## config.mk

```make
export PLATFORM = sky130hd
export DESIGN_NAME = mem_port_arbiter
export DESIGN_NICKNAME = d
export VERILOG_FILES = /design/src/rtl/mem_port_arbiter.sv
export SDC_FILE = /design/constraint.sdc
export NUM_CORES = 1
export LEC_CHECK = 0
export CAP_MARGIN = 20
export CORE_AREA = 2 2 112 114
export DETAILED_ROUTE_END_ITERATION = 10
export DIE_AREA = 0 0 114 116
export GPL_ROUTABILITY_DRIVEN = 0
export PLACE_DENSITY = 0.68
export SETUP_SLACK_MARGIN = 0.4
export SYNTH_ARGS = -nofsm -noshare
export SYNTH_HDL_FRONTEND = slang
export SYNTH_SLANG_ARGS = --single-unit
```

## constraint.sdc

```tcl
create_clock -name clk -period 2.05 [get_ports clk]
set_input_delay 0.205 -clock clk [delete_from_list [all_inputs] [get_ports clk]]
set_output_delay 0.205 -clock clk [all_outputs]
set_load 0.1 [all_outputs]
```

## src/rtl/mem_port_arbiter.sv

```systemverilog
// mem_port_arbiter: shares one synchronous-read data memory between the core and the host/debug port.
// Optional statistics counters are built when MEM_PORT_ARB_STATS_EN is defined.
module mem_port_arbiter #(
    parameter int WORD           = 32,
    parameter int ADDR_W         = 8,
    parameter int HOST_BURST_MAX = 16
) (
    input  logic              clk,
    input  logic              reset,
    input  logic              core_req,
    input  logic              core_we,
    input  logic [ADDR_W-1:0] core_addr,
    input  logic [WORD-1:0]   core_wdata,
    output logic              core_stall,
    output logic [WORD-1:0]   core_rdata,
    output logic              core_rvalid,
    input  logic              host_req,
    input  logic              host_we,
    input  logic [ADDR_W-1:0] host_addr,
    input  logic [WORD-1:0]   host_wdata,
    input  logic              host_lock,
    output logic              host_gnt,
    output logic [WORD-1:0]   host_rdata,
    output logic              host_rvalid,
    output logic              mem_en,
    output logic              mem_we,
    output logic [ADDR_W-1:0] mem_addr,
    output logic [WORD-1:0]   mem_wdata,
    input  logic [WORD-1:0]   mem_rdata,
    output logic [31:0]       stat_core_stall_cnt,
    output logic [31:0]       stat_host_gnt_cnt
);
    localparam logic [1:0] IDLE = 2'd0;
    localparam logic [1:0] CORE = 2'd1;
    localparam logic [1:0] HOST = 2'd2;
    localparam logic [7:0] BURST_MAX = 8'(HOST_BURST_MAX);

    logic [1:0] owner_q, owner_d;
    logic [7:0] burst_cnt_q, burst_cnt_d;
    logic       rd_core_q, rd_core_d;
    logic       rd_host_q, rd_host_d;
    logic       core_gnt;
    logic       lock_hold;

    // State register; reset leaves owner=HOST so the core wins the first tie.
    always_ff @(posedge clk or negedge reset) begin
        if (!reset) begin
            owner_q     <= HOST;
            burst_cnt_q <= '0;
            rd_core_q   <= 1'b0;
            rd_host_q   <= 1'b0;
        end else begin
            owner_q     <= owner_d;
            burst_cnt_q <= burst_cnt_d;
            rd_core_q   <= rd_core_d;
            rd_host_q   <= rd_host_d;
        end
    end

    // Next state: remember the winner, count locked host grants, flag pending reads.
    always_comb begin
        owner_d     = host_gnt ? HOST : (core_gnt ? CORE : IDLE);
        burst_cnt_d = host_gnt ? ((burst_cnt_q == BURST_MAX) ? burst_cnt_q : burst_cnt_q + 8'd1) : 8'd0;
        rd_core_d   = core_gnt & ~core_we;
        rd_host_d   = host_gnt & ~host_we;
    end

    // Grant decision and memory steering; a locked host keeps ownership until the burst limit.
    always_comb begin
        lock_hold   = host_lock && (owner_q == HOST) && (burst_cnt_q < BURST_MAX);
        host_gnt    = host_req && (!core_req || lock_hold || (owner_q == CORE));
        core_gnt    = core_req && !host_gnt;
        core_stall  = core_req && !core_gnt;
        mem_en      = core_gnt | host_gnt;
        mem_we      = host_gnt ? host_we : (core_gnt ? core_we : 1'b0);
        mem_addr    = host_gnt ? host_addr : (core_gnt ? core_addr : '0);
        mem_wdata   = host_gnt ? host_wdata : (core_gnt ? core_wdata : '0);
        core_rvalid = rd_core_q;
        host_rvalid = rd_host_q;
        core_rdata  = rd_core_q ? mem_rdata : '0;
        host_rdata  = rd_host_q ? mem_rdata : '0;
    end

`ifdef MEM_PORT_ARB_STATS_EN
    logic [31:0] stat_core_stall_cnt_q, stat_core_stall_cnt_d;
    logic [31:0] stat_host_gnt_cnt_q, stat_host_gnt_cnt_d;

    // Statistics increment; both counters wrap naturally at 32 bits.
    always_comb begin
        stat_core_stall_cnt_d = stat_core_stall_cnt_q + 32'(core_stall);
        stat_host_gnt_cnt_d   = stat_host_gnt_cnt_q + 32'(host_gnt);
    end

    // Statistics registers.
    always_ff @(posedge clk or negedge reset) begin
        if (!reset) begin
            stat_core_stall_cnt_q <= '0;
            stat_host_gnt_cnt_q   <= '0;
        end else begin
            stat_core_stall_cnt_q <= stat_core_stall_cnt_d;
            stat_host_gnt_cnt_q   <= stat_host_gnt_cnt_d;
        end
    end

    assign stat_core_stall_cnt = stat_core_stall_cnt_q;
    assign stat_host_gnt_cnt   = stat_host_gnt_cnt_q;
`else
    assign stat_core_stall_cnt = 32'd0;
    assign stat_host_gnt_cnt   = 32'd0;
`endif
endmodule

```

# Word-level counts from Yosys, hierarchy flattened
# Cells that the tools add are included.
classes:
  add_sub_neg: 1
  n_lt_le_gt_ge: 1
  eq_ne: 4
  mux: 12
  bitwise_logic: 5
  reduce_logical: 10
op_table:
  columns: ["op", "n"]
  rows:
  - ["2-to-1 mux 32 bit", 4]
  - ["2-to-1 mux 8 bit", 4]
  - ["adder 8 x 1 -> 8 bit, second input constant", 1]
  - ["equality test 8 x 5 -> 1 bit, second input constant", 1]
  - ["less-than comparator 8 x 5 -> 1 bit, second input constant", 1]
  - ["logical AND 1 bit", 5]
  - ["logical NOT 1 bit", 3]
  - ["2-to-1 mux 1 bit", 3]
  - ["AND 1 bit", 2]
  - ["equality test 2 x 1 -> 1 bit, second input constant", 1]
  - ["equality test 2 bit, second input constant", 1]
  - ["logical OR 1 bit", 2]
  - ["2-to-1 mux 2 bit", 1]
  - ["inequality test 2 bit, second input constant", 1]
  - ["inverter 1 bit", 2]
  - ["bitwise OR 1 bit", 1]
totals:
  regBits: 12
  inputBits: 119
  output_inout_bits: 174
  elab_cells: 37

# Longest topological paths before layout
depth:
  depth_word: 10
  mapped_depth: 6
  ltp_nobuf: 5

# Worst setup path before layout
# No wires, ideal clock.
synth_timing:
  path_type: "register to output"
  start: "register owner_q[1]"
  end: "output mem_wdata[29]"
  arrival_time_ps: 2800
  t_required_ps: 1845
  path_slack_ps: -955
  path_stages_with_launch: 6
  n_path_buf: 1
  path_cell_list: "dfstp_2 nand2b_1 a21boi_1 a41oi_4 buf_4 mux2i_1"
synth_via:
  elab_chain_len: 10
  word_cells_on_any_way: 11
  cone_classes: "eq/ne (2); mux (2); reduce/logical (7)"
synth_lines:
  columns: ["item", "line", "rtl"]
  rows:
  - ["start: declaration", "38", "logic [1:0] owner_q, owner_d;"]
  - ["start signal: assignment", "53", "owner_q <= owner_d;"]
  - ["equality test 2 bit", "70", "lock_hold = host_lock && (owner_q == HOST) && (burst_cnt_q < BURST_MAX);"]
  - ["logical AND 1 bit (2 in a row)", "70", null]
  - ["logical OR 1 bit", "71", "host_gnt = host_req && (!core_req || lock_hold || (owner_q == CORE));"]
  - ["logical OR 1 bit (*)", "71", null]
  - ["logical AND 1 bit (*)", "71", null]
  - ["logical NOT 1 bit", "72", "core_gnt = core_req && !host_gnt;"]
  - ["logical AND 1 bit", "72", null]
  - ["2-to-1 mux 32 bit", "77", "mem_wdata = host_gnt ? host_wdata : (core_gnt ? core_wdata : '0);"]
  - ["2-to-1 mux 32 bit (*)", "77", null]
  - ["end: declaration", "28", "output logic [WORD-1:0] mem_wdata,"]
# Mark *: on every way between the ends. The rest lies on a longest branch, timed or not.

# Worst setup path in the final report
layout_timing:
  start: "register owner_q[1]"
  end: "output mem_wdata[6]"
# The elaborated chain is that of the path after synthesis.

==> impl_metrics.json <==
{
  "period_share": 1.119,
  "synth_most_common_cell": "and2_1",
  "antenna_found_initial": 0,
  "syn-cell-area_mm2": 0.002286,
  "startpoint_type": "register",
  "hold_viol_final": 0,
  "diodes": 0,
  "crit_fanout": 7,
  "synth_top_area_share": 0.2135,
  "grt_pass1_wl_um": 14700,
  "regArea_um2": 305.3,
  "gr-usage-all-layers": 0.1408,
  "power_mw": 3.680,
  "fmax_ghz": 0.4358,
  "fp.dieArea_mm2": 0.01322,
  "syn_area_per_cell_um2": 7.099,
  "worstMarginPinSlew_ps": 580.9,
  "powerDensity_mw_per_mm2": 557.9,
  "yosys-top-cells-count": "and2_1 (66), buf_4 (65), inv_1 (44)",
  "drc_errors": 0,
  "slew_headroom": 0.6115,
  "ys_ff_latch": 12,
  "globalRoute.totalOverflow": 0,
  "period_minus_slack_ps": 2295,
  "cp.arrival_ps": 2090,
  "avgRoutedWirePerCell_um": 13.71,
  "violations": "setup timing",
  "cts_root_buf": "clkbuf_16",
  "rrSetupSlack_ps": 160,
  "cts_buffers": 3,
  "required_ps": 1850,
  "ys_warn_count": 0,
  "io-pin-count": 293,
  "die_w_um": 114,
  "core_area_mm2": 0.01191,
  "htree_levels": 1,
  "start_util": 0.1919,
  "synthFlopType": "dfrtp_1",
  "whs_ps": 333.4,
  "synth.distinct_cells": 25,
  "clkTransAtPathRegs_ps": 50,
  "synthTopCellsByArea": "buf_4 (21%), mux2i_1 (18%), and2_1 (18%), dfrtp_1 (12%), inv_1 (7.2%)",
  "cpMostUsedCell": "buf_12",
  "rsz0062_at_grt": "yes",
  "ys_seq_area_frac": 0.1319,
  "synth_edf_count": 0,
  "post-route-util": 0.5538,
  "setup_violations": 42,
  "clock_sinks": 12,
  "fp-row-count": 40,
  "drive_above_1_share": 0.4610,
  "viasPerCell": 3.911,
  "io_buffers": 228,
  "power.leakage_nw": 2.944,
  "max-vdd-ir-drop_uv": 359.2,
  "area_growth_pct": 188.6,
  "grt_start_max_net_pins": 44,
  "hpwl_um": 8475,
  "die_y_um": 116,
  "cpPeakStageDelay_ps": 530,
  "multi_input_area_mm2": 0.002118,
  "syn_inst": 322,
  "min_path_type": "primary input to asynchronous set/reset pin",
  "slew_violations": 0,
  "vias": 2781,
  "cts_tree": "yes",
  "grt_pass1_vias": 2902,
  "cp_cell_sequence": "nand2b_4 > a21boi_4 > a41oi_4 > buf_4 > buf_16 > buf_12 > mux2i_4 > buf_12",
  "ant_nets": 0,
  "nFillCells": 985,
  "synthArstFlopShare": 1.000,
  "slowest_stage": "dfstp_2",
  "nNetsFinal": 686,
  "firstDrtPassIters": 4,
  "routed_wl_um": 9750,
  "status": "finished, violations left",
  "synth_top_cell_by_area": "buf_4",
  "criticalPathCategory": "register to output pin",
  "setup_ws_ps": -244.8,
  "end_kind": "output pin",
  "clock_path_buffers": 2,
  "clk_latency_ps": 250,
  "drtIter0Drc": 73,
  "cap_violations": 0,
  "skew_ps": 0.7716
}
## layer usage
layer	wire length, um	track usage
met2	5530	0.2921
met4	127	0.03252
met3	998	0.04184
met1	3093	0.1343
met5	0	0
## critical path, delay by kind of cell, from the launching register on
| family | cells | cell delay, ps |
|---|---|---|
| simple gates | 1 | 130 |
| compound gates | 2 | 270 |
| mux | 1 | 260 |
| buf+inv | 4 | 650 |
| flops | 1 | 530 |
## power breakdown
part | internal (mW) | total (mW) | switching, mW
sequential | 0.249 | 0.276 | 0.0263
combinational | 1.05 | 2.99 | 1.94
clock | 0.296 | 0.410 | 0.114
## stage by stage
stage	setup slack (ps)	instances	setup TNS, ps	instance area, um2
final	-244.8	711	-9083	6596
after global routing	-302.9	711	-11470	6596
after CTS	-231.6	706	-7780	6492
after detailed placement	-139.8	692	-4207	6247
after global placement	-94.14	692	-2983	6247
after floorplan	-152.8	385	-6102	3128
## cell type report
class / instances / area share
Timing Repair Buffer: 255 / 0.5649
Multi-Input combinational cell: 248 / 0.3211
Clock buffer: 4 / 0.01347
Sequential cell: 12 / 0.04628
Tap cell: 147 / 0.02788
Inverter: 45 / 0.02637
## cells in the final DEF, fill, tap and decap left out, drive strengths merged, types with 6 or more instances in the layout
master / netlist / final
and2: 66 / 66
conb: 1 / 64
nand2: 42 / 42
inv: 45 / 45
mux2i: 42 / 42
clkbuf: 10 / 6
dfrtp: 11 / 11
nor2: 10 / 10
clkdlybuf4s50: 0 / 117
buf: 70 / 135
## state kept, by name, summed over array words and instances, names as in the netlist
| name | count |
|---|---|
| burst_cnt_q | 8 |
| owner_q | 2 |
| core_rvalid | 1 |
| host_rvalid | 1 |
## repair_timing
item | 4_1_cts | 5_1_grt
resized for setup | 17 | 6
pin swaps | 2 | 1
cloned | 1 | 2
hold endpoints to repair | 0 | 0
setup endpoints to repair | 45 | 51
hold buffers | 0 | 0
buffers inserted | 9 | 3
## worst paths after layout
path                                 from             end  cells after the start
max                            owner_q[1]    mem_wdata[6]                      8
min                                 reset  burst_cnt_q[1]                      1
max reg2reg                    owner_q[1]  burst_cnt_q[2]                     10
min reg2reg                burst_cnt_q[3]  burst_cnt_q[3]                      2
max in group asynchronous           reset     host_rvalid                      1
min in group clk                  host_we     host_rvalid                      2
## cells by family (layout without fill, tap and decap cells)
kind of cell             after synthesis  after routing  synth area share
AND/OR/NAND/NOR                      131            131            0.3038
buffers and inverters                125            304            0.3257
multiplexers                          42             42            0.1839
flip-flops                            12             12            0.1319
XOR/XNOR                               7              7           0.02682
adder cells (fa/ha/maj)                2              2           0.01095
AO/OA/AOI/OAI                          2              2           0.01533
other                                  1             64          0.001640
Note: power is estimated with default switching activity, not from simulation.
